File: config.mk
export PLATFORM = sky130hd
export DESIGN_NAME = sort_seq_ctrl
export DESIGN_NICKNAME = d
export VERILOG_FILES = /design/src/rtl/sort_ctrl_pkg.sv /design/src/rtl/sort_word_pack.sv /design/src/rtl/sort_seq_ctrl.sv
export SDC_FILE = /design/constraint.sdc
export NUM_CORES = 1
export LEC_CHECK = 0
export CELL_PAD_IN_SITES_DETAIL_PLACEMENT = 1
export CELL_PAD_IN_SITES_GLOBAL_PLACEMENT = 1
export CORE_ASPECT_RATIO = 1.4
export CORE_MARGIN = 10
export CORE_UTILIZATION = 35
export CTS_CLUSTER_DIAMETER = 30
export DETAILED_ROUTE_END_ITERATION = 10
export DONT_BUFFER_PORTS = 1
export PLACE_DENSITY_LB_ADDON = 0.05
export SLEW_MARGIN = 20
export SYNTH_ARGS = -nofsm -noshare
export SYNTH_HDL_FRONTEND = slang
export SYNTH_HIERARCHICAL = 1
export SYNTH_SLANG_ARGS = --single-unit
export TNS_END_PERCENT = 50
File: constraint.sdc
create_clock -name CLK100MHZ -period 26.1 [get_ports CLK100MHZ]
set_input_delay 7.83 -clock CLK100MHZ [delete_from_list [all_inputs] [get_ports CLK100MHZ]]
set_output_delay 7.83 -clock CLK100MHZ [all_outputs]
set_load 0.02 [all_outputs]
File: src/rtl/sort_ctrl_pkg.sv
// Shared types and defaults for the UART-fed sort sequencer.
// Optional feature macro: SORT_CKSUM_EN (XOR checksum byte after each sequence).
package sort_ctrl_pkg;

  localparam int DEF_WIDTH   = 32;
  localparam int DEF_DEPTH   = 8;
  localparam int DEF_NUM_SEQ = 10;

  localparam int BYTES_PER_WORD = DEF_WIDTH / 8;

  typedef enum logic [1:0] {
    ST_IDLE,
    ST_RECV,
    ST_SORT,
    ST_SEND
  } state_e;

  function automatic int idx_w(input int n);
    return (n > 1) ? $clog2(n) : 1;
  endfunction

endpackage

File: src/rtl/sort_word_pack.sv
// Byte-to-key packer: drops each received byte into its key slot, MSB first.
// Optional feature macro: SORT_CKSUM_EN (not used here).
import sort_ctrl_pkg::*;

module sort_word_pack #(
  parameter int WIDTH = DEF_WIDTH,
  parameter int DEPTH = DEF_DEPTH,
  parameter int BPW   = BYTES_PER_WORD,
  parameter int KW    = idx_w(DEF_DEPTH),
  parameter int BW    = idx_w(BYTES_PER_WORD)
) (
  input  logic                   clk,
  input  logic                   rst,
  input  logic                   wr,
  input  logic [KW-1:0]          key_idx,
  input  logic [BW-1:0]          byte_idx,
  input  logic [7:0]             byte_in,
  output logic [WIDTH*DEPTH-1:0] keys
);

  logic [WIDTH*DEPTH-1:0] keys_q, keys_d;

  always_comb begin
    keys_d = keys_q;
    if (wr) begin
      keys_d[int'(key_idx)*WIDTH + (BPW-1-int'(byte_idx))*8 +: 8] = byte_in;
    end
  end

  always_ff @(posedge clk or posedge rst) begin
    if (rst) keys_q <= '0;
    else     keys_q <= keys_d;
  end

  assign keys = keys_q;

endmodule

File: src/rtl/sort_seq_ctrl.sv
// Receive DEPTH keys over UART, launch the sorter, stream sorted keys back.
// Optional feature macro: SORT_CKSUM_EN (append XOR of sent data bytes).
import sort_ctrl_pkg::*;

module sort_seq_ctrl #(
  parameter int WIDTH   = DEF_WIDTH,
  parameter int DEPTH   = DEF_DEPTH,
  parameter int NUM_SEQ = DEF_NUM_SEQ
) (
  input  logic                         CLK100MHZ,
  input  logic                         rst,
  input  logic [7:0]                   rx_data,
  input  logic                         rx_valid,
  output logic [7:0]                   tx_data,
  output logic                         tx_valid,
  input  logic                         tx_ready,
  output logic                         sort_start,
  output logic [WIDTH*DEPTH-1:0]       sort_in,
  input  logic                         sort_done,
  input  logic [WIDTH*DEPTH-1:0]       sort_out,
  output logic [$clog2(NUM_SEQ+1)-1:0] seq_cnt,
  output logic                         batch_done,
  output logic                         overrun,
  output logic                         rx_led,
  output logic                         tx_led
);

  localparam int BPW = WIDTH / 8;
  localparam int KW  = idx_w(DEPTH);
  localparam int BW  = idx_w(BPW);
  localparam int CW  = $clog2(NUM_SEQ+1);
  localparam int N   = WIDTH * DEPTH;

  state_e         state_q, state_d;
  logic [KW-1:0]  key_q, key_d, nxt_key, wr_key;
  logic [BW-1:0]  byte_q, byte_d, nxt_byte, wr_byte;
  logic [N-1:0]   res_q, res_d;
  logic [7:0]     tx_data_q, tx_data_d;
  logic           tx_valid_q, tx_valid_d;
  logic           start_q, start_d;
  logic [CW-1:0]  seq_q, seq_d;
  logic           batch_q, batch_d;
  logic           ovr_q, ovr_d;
  logic           wr, done, last_byte, last_key;

`ifdef SORT_CKSUM_EN
  logic [7:0]     cks_q, cks_d;
  logic           ckp_q, ckp_d;
`endif

  function automatic logic [7:0] pick(
    input logic [N-1:0]  src,
    input logic [KW-1:0] k,
    input logic [BW-1:0] b
  );
    return src[int'(k)*WIDTH + (BPW-1-int'(b))*8 +: 8];
  endfunction

  assign last_byte = (byte_q == BW'(BPW-1));
  assign last_key  = (key_q == KW'(DEPTH-1));
  assign nxt_byte  = last_byte ? '0 : byte_q + 1'b1;
  assign nxt_key   = last_byte ? key_q + 1'b1 : key_q;

  always_comb begin
    state_d    = state_q;
    key_d      = key_q;
    byte_d     = byte_q;
    res_d      = res_q;
    tx_data_d  = tx_data_q;
    tx_valid_d = tx_valid_q;
    start_d    = 1'b0;
    seq_d      = seq_q;
    batch_d    = 1'b0;
    ovr_d      = ovr_q;
    wr         = 1'b0;
    wr_key     = key_q;
    wr_byte    = byte_q;
    done       = 1'b0;
`ifdef SORT_CKSUM_EN
    cks_d      = cks_q;
    ckp_d      = ckp_q;
`endif
    if (rx_valid && (state_q == ST_SORT || state_q == ST_SEND)) ovr_d = 1'b1;
    unique case (state_q)
      ST_IDLE: begin
        if (rx_valid) begin
          wr      = 1'b1;
          wr_key  = '0;
          wr_byte = '0;
          byte_d  = (BPW > 1) ? BW'(1) : '0;
          key_d   = (BPW > 1) ? '0 : KW'(1);
          state_d = ST_RECV;
        end
      end
      ST_RECV: begin
        if (rx_valid) begin
          wr = 1'b1;
          if (last_key && last_byte) begin
            state_d = ST_SORT;
            start_d = 1'b1;
          end else begin
            key_d  = nxt_key;
            byte_d = nxt_byte;
          end
        end
      end
      ST_SORT: begin
        if (sort_done) begin
          res_d      = sort_out;
          key_d      = '0;
          byte_d     = '0;
          tx_valid_d = 1'b1;
          tx_data_d  = pick(sort_out, '0, '0);
          state_d    = ST_SEND;
`ifdef SORT_CKSUM_EN
          cks_d      = '0;
          ckp_d      = 1'b0;
`endif
        end
      end
      ST_SEND: begin
        if (tx_valid_q && tx_ready) begin
`ifdef SORT_CKSUM_EN
          if (ckp_q) begin
            done = 1'b1;
          end else begin
            cks_d = cks_q ^ tx_data_q;
            if (last_key && last_byte) begin
              ckp_d     = 1'b1;
              tx_data_d = cks_q ^ tx_data_q;
            end else begin
              key_d     = nxt_key;
              byte_d    = nxt_byte;
              tx_data_d = pick(res_q, nxt_key, nxt_byte);
            end
          end
`else
          if (last_key && last_byte) begin
            done = 1'b1;
          end else begin
            key_d     = nxt_key;
            byte_d    = nxt_byte;
            tx_data_d = pick(res_q, nxt_key, nxt_byte);
          end
`endif
        end
      end
      default: state_d = ST_IDLE;
    endcase
    // Final byte accepted: close the sequence and advance the batch count.
    if (done) begin
      state_d    = ST_IDLE;
      tx_valid_d = 1'b0;
      tx_data_d  = '0;
      key_d      = '0;
      byte_d     = '0;
      if (seq_q == CW'(NUM_SEQ-1)) begin
        seq_d   = '0;
        batch_d = 1'b1;
      end else begin
        seq_d = seq_q + 1'b1;
      end
    end
  end

  always_ff @(posedge CLK100MHZ or posedge rst) begin
    if (rst) begin
      state_q    <= ST_IDLE;
      key_q      <= '0;
      byte_q     <= '0;
      res_q      <= '0;
      tx_data_q  <= '0;
      tx_valid_q <= 1'b0;
      start_q    <= 1'b0;
      seq_q      <= '0;
      batch_q    <= 1'b0;
      ovr_q      <= 1'b0;
    end else begin
      state_q    <= state_d;
      key_q      <= key_d;
      byte_q     <= byte_d;
      res_q      <= res_d;
      tx_data_q  <= tx_data_d;
      tx_valid_q <= tx_valid_d;
      start_q    <= start_d;
      seq_q      <= seq_d;
      batch_q    <= batch_d;
      ovr_q      <= ovr_d;
    end
  end

`ifdef SORT_CKSUM_EN
  always_ff @(posedge CLK100MHZ or posedge rst) begin
    if (rst) begin
      cks_q <= '0;
      ckp_q <= 1'b0;
    end else begin
      cks_q <= cks_d;
      ckp_q <= ckp_d;
    end
  end
`endif

  sort_word_pack #(
    .WIDTH (WIDTH),
    .DEPTH (DEPTH),
    .BPW   (BPW),
    .KW    (KW),
    .BW    (BW)
  ) u_pack (
    .clk      (CLK100MHZ),
    .rst      (rst),
    .wr       (wr),
    .key_idx  (wr_key),
    .byte_idx (wr_byte),
    .byte_in  (rx_data),
    .keys     (sort_in)
  );

  assign tx_data    = tx_data_q;
  assign tx_valid   = tx_valid_q;
  assign sort_start = start_q;
  assign seq_cnt    = seq_q;
  assign batch_done = batch_q;
  assign overrun    = ovr_q;
  assign rx_led     = (state_q == ST_RECV);
  assign tx_led     = (state_q == ST_SEND);

endmodule

==> run_results.csv <==
group,metric,value,unit
clock_tree,post_cts_resized,0,
outcome,outcome,"finished clean",
worst_setup_path,path_class,"in -> reg",
worst_setup_path,crit_buf_inv,1,
placement,placed_cells,2609,
worst_setup_path,cp_slowest_stage_delay,0.85,ns
detailed_routing,drt_iter0_markers,594,
floorplan,pin_count,543,
power_and_ir_drop,peakVddDrop,0.0702,mV
logic_synthesis,syn_avg_cell_area,13.9,µm²
logic_synthesis,synth_top_cell_by_area,"dfrtp_1",
logic_synthesis,synth_flop_cell,"dfrtp_1",
detailed_routing,viasPerCell,5.30,
sta,worst_clock_skew,0.0237,ns
floorplan,fp.dieW,243,µm
power_and_ir_drop,seqPwrFrac,34.3,%
floorplan,die_h,332,µm
clock_tree,cts_sinks,535,
clock_tree,clock_latency,0.67,ns
clock_tree,cts-hold-fix-buffers,0,
clock_tree,clock-root-buffer,"clkbuf_16",
sta,finalHoldViolCount,0,
job,drv_cap,0,
floorplan,die-area,0.0808,mm²
power_and_ir_drop,internal_power,2.73,mW
worst_setup_path,crit_path_top_delay_cell,"or3_1",
logic_synthesis,ys_top_cells_by_area,"dfrtp_1 (55%), mux2_2 (21%), mux4_2 (3.6%)",
logic_synthesis,synth_enable_flop_cells,0,
power_and_ir_drop,p_sw,1.52,mW
global_routing,grt_pass1_vias,16455,
logic_synthesis,synth_warnings,6,
detailed_routing,drc,0,
logic_synthesis,synthArstFlopShare,100,%
global_routing,grt_overflow,0,
power_and_ir_drop,p_leak,13.4,nW
logic_synthesis,ys_ff_latch,535,
placement,port_buffers,0,
worst_setup_path,critical_path.cell_chain,"a21oi_1 -> inv_1 -> ha_1 -> nand2b_1 -> a21oi_1 -> o21bai_1 -> ha_1 -> nand2_1 -> or3_1 -> nand3b_1 -> mux2i_1",
sta,fmax,87.7,MHz
detailed_routing,wl,86.7,mm
global_routing,grt_pass1_wl,124,mm
cells_and_area,drive_gt1_share,41.7,%
worst_setup_path,cp.required,26.66,ns
global_routing,grtUsageTotal,21.1,%
clock_tree,cts_buffers,116,
worst_setup_path,worstPathArrival,11.97,ns
placement,place_congestion,0.771,
logic_synthesis,yosysSeqAreaShare,54.9,%
cells_and_area,stdcell_count,2845,
logic_synthesis,synth_cell_types,82,
detailed_routing,detail_route.wl_per_cell,30.5,µm
cells_and_area,final_area,0.0295,mm²
worst_setup_path,cp-end-kind,"flop",
clock_tree,clk_path_buf_depth,3,
detailed_routing,vias,15077,
worst_setup_path,crit_path_max_fanout,10,
sta,rsz0062_at_grt,"no",
sta,drv_slew,0,
detailed_routing,drtPass1Iterations,5,
power_and_ir_drop,swShare,35.8,%
floorplan,start_util,35.3,%
sta,fin_ws,14.69,ns
global_routing,antenna_found_initial,46,
placement,place_ws,14.00,ns
logic_synthesis,synth_fp_nets,2040,
clock_tree,clk_transition_reported_paths,0.05,ns
sta,tightest_slew,1.03,ns
detailed_routing,drt.antenna.violating_nets,0,
power_and_ir_drop,power_frac_comb,30.0,%
placement,hpwl,64.9,mm
cells_and_area,multi_input_area,0.0104,mm²
cells_and_area,seq_area,0.0134,mm²
placement,place_area,0.0253,mm²
floorplan,core,0.0690,mm²
worst_setup_path,cpLargestDelayFamily,"simple AND/OR/NAND/NOR gates",
logic_synthesis,syn-cell-area,0.0244,mm²
global_routing,grt_max_degree,151,
logic_synthesis,synthCells,1753,
sta,max-slew-margin-rel,31.1,%
floorplan,row_count,114,
cells_and_area,area_delta_synth_final,21.1,%
sta,layout_min_cycle_time,11.41,ns
clock_tree,cts_tree,"built",
power_and_ir_drop,clockPowerShare,35.6,%
cells_and_area,nFillCells,7037,
clock_tree,h-tree-depth,3,
hold_path,hold_class,"reg -> reg",
sta,finalSetupTns,0,ns
sta,fin_crit_sh,43.7,%
sta,setup_viol,0,
logic_synthesis,synth_top_area_share,54.9,%
worst_setup_path,critPathLaunchType,"input port",
clock_tree,postCtsSetupBuffers,0,
sta,hold_ws,0.497,ns
power_and_ir_drop,power_density,144,mW/mm²
cells_and_area,layout.nets,2087,
[Yosys cell counts (20+ instances only)]
cell,count
a21oi_1,25
mux2i_1,42
mux2_1,28
inv_1,41
mux4_2,39
o21ai_0,37
nand2_1,124
clkbuf_1,31
dfrtp_1,535
nor2_1,49
buf_2,35
and2_1,41
mux2_2,453
and3_1,20
[cell usage in the layout, fill, tap and decap left out, types with 28 or more instances in the layout]
| cell | count |
|---|---|
| mux4_2 | 39 |
| dfrtp_1 | 534 |
| nand2_1 | 124 |
| o21ai_0 | 37 |
| mux2i_1 | 41 |
| nor2_1 | 48 |
| mux2_1 | 28 |
| mux2_2 | 453 |
| and2_1 | 40 |
| inv_1 | 39 |
| clkbuf_16 | 116 |
[final timing paths]
kind / cells after the start / slack, ns / to / start
min in group asynchronous: 1 / 7.11 / res_q[73] / rst
worst min register to register: 1 / 0.50 / res_q[184] / res_q[184]
worst min-delay path: 1 / 0.50 / res_q[184] / res_q[184]
max in group asynchronous: 3 / 16.59 / byte_q[0] / rst
worst max-delay path: 11 / 14.69 / u_pack/keys[132] / rx_valid
worst max register to register: 12 / 20.25 / u_pack/keys[132] / byte_q[0]
[stage by stage]
stage / utilization (%) / power [mW]
final: 42.8 / 4.25
after global routing: 42.7 / 4.48
after CTS: 42.7 / 4.33
after detailed placement: 36.7 / 2.79
after global placement: 36.6 / 2.74
after floorplan: - / 2.33
[state kept, by name, summed over array words and instances (netlist names)]
register	flops
res_q	256
u_pack/keys	256
tx_data	8
seq_cnt	4
key_q	3
byte_q	2
state_q	2
batch_done	1
overrun	1
sort_start	1
tx_valid	1
[layer usage]
layer  GRT usage (%)  vias up  share of wire [%]
li1                -     6468                  -
met1            19.8     7856                 33
met2            38.0      484                 53
met3            10.8      205                 11
met4            8.03       64                3.0
met5               0        -               0.48
[power groups by stage]
stage               sequential [mW]  clock [mW]  combinational [mW]
floorplan                      1.36           0               0.975
global placement               1.47           0                1.27
detailed placement             1.48           0                1.31
CTS                            1.47        1.55                1.31
global route                   1.50        1.60                1.39
finish                         1.46        1.51                1.27
[layout make-up]
class | instances | area share [%]
well taps | 928 | 3.93
inverters | 42 | 0.585
clock buffers | 159 | 11.2
flip-flops and latches | 535 | 45.4
repair buffers | 21 | 0.712
diodes | 16 | 0.136
multi-input cells | 1084 | 35.3
clock inverters | 60 | 2.74
[cell families after synthesis]
kind of cell	count (synthesis)	synth area share (%)
AO/OA/AOI/OAI	139	3.90
buffers and inverters	134	2.72
AND/OR/NAND/NOR	338	8.37
XOR/XNOR	10	0.529
multiplexers	579	28.6
flip-flops	535	54.9
adder cells (fa/ha/maj)	18	0.924
(Power assumes the default switching activity.)
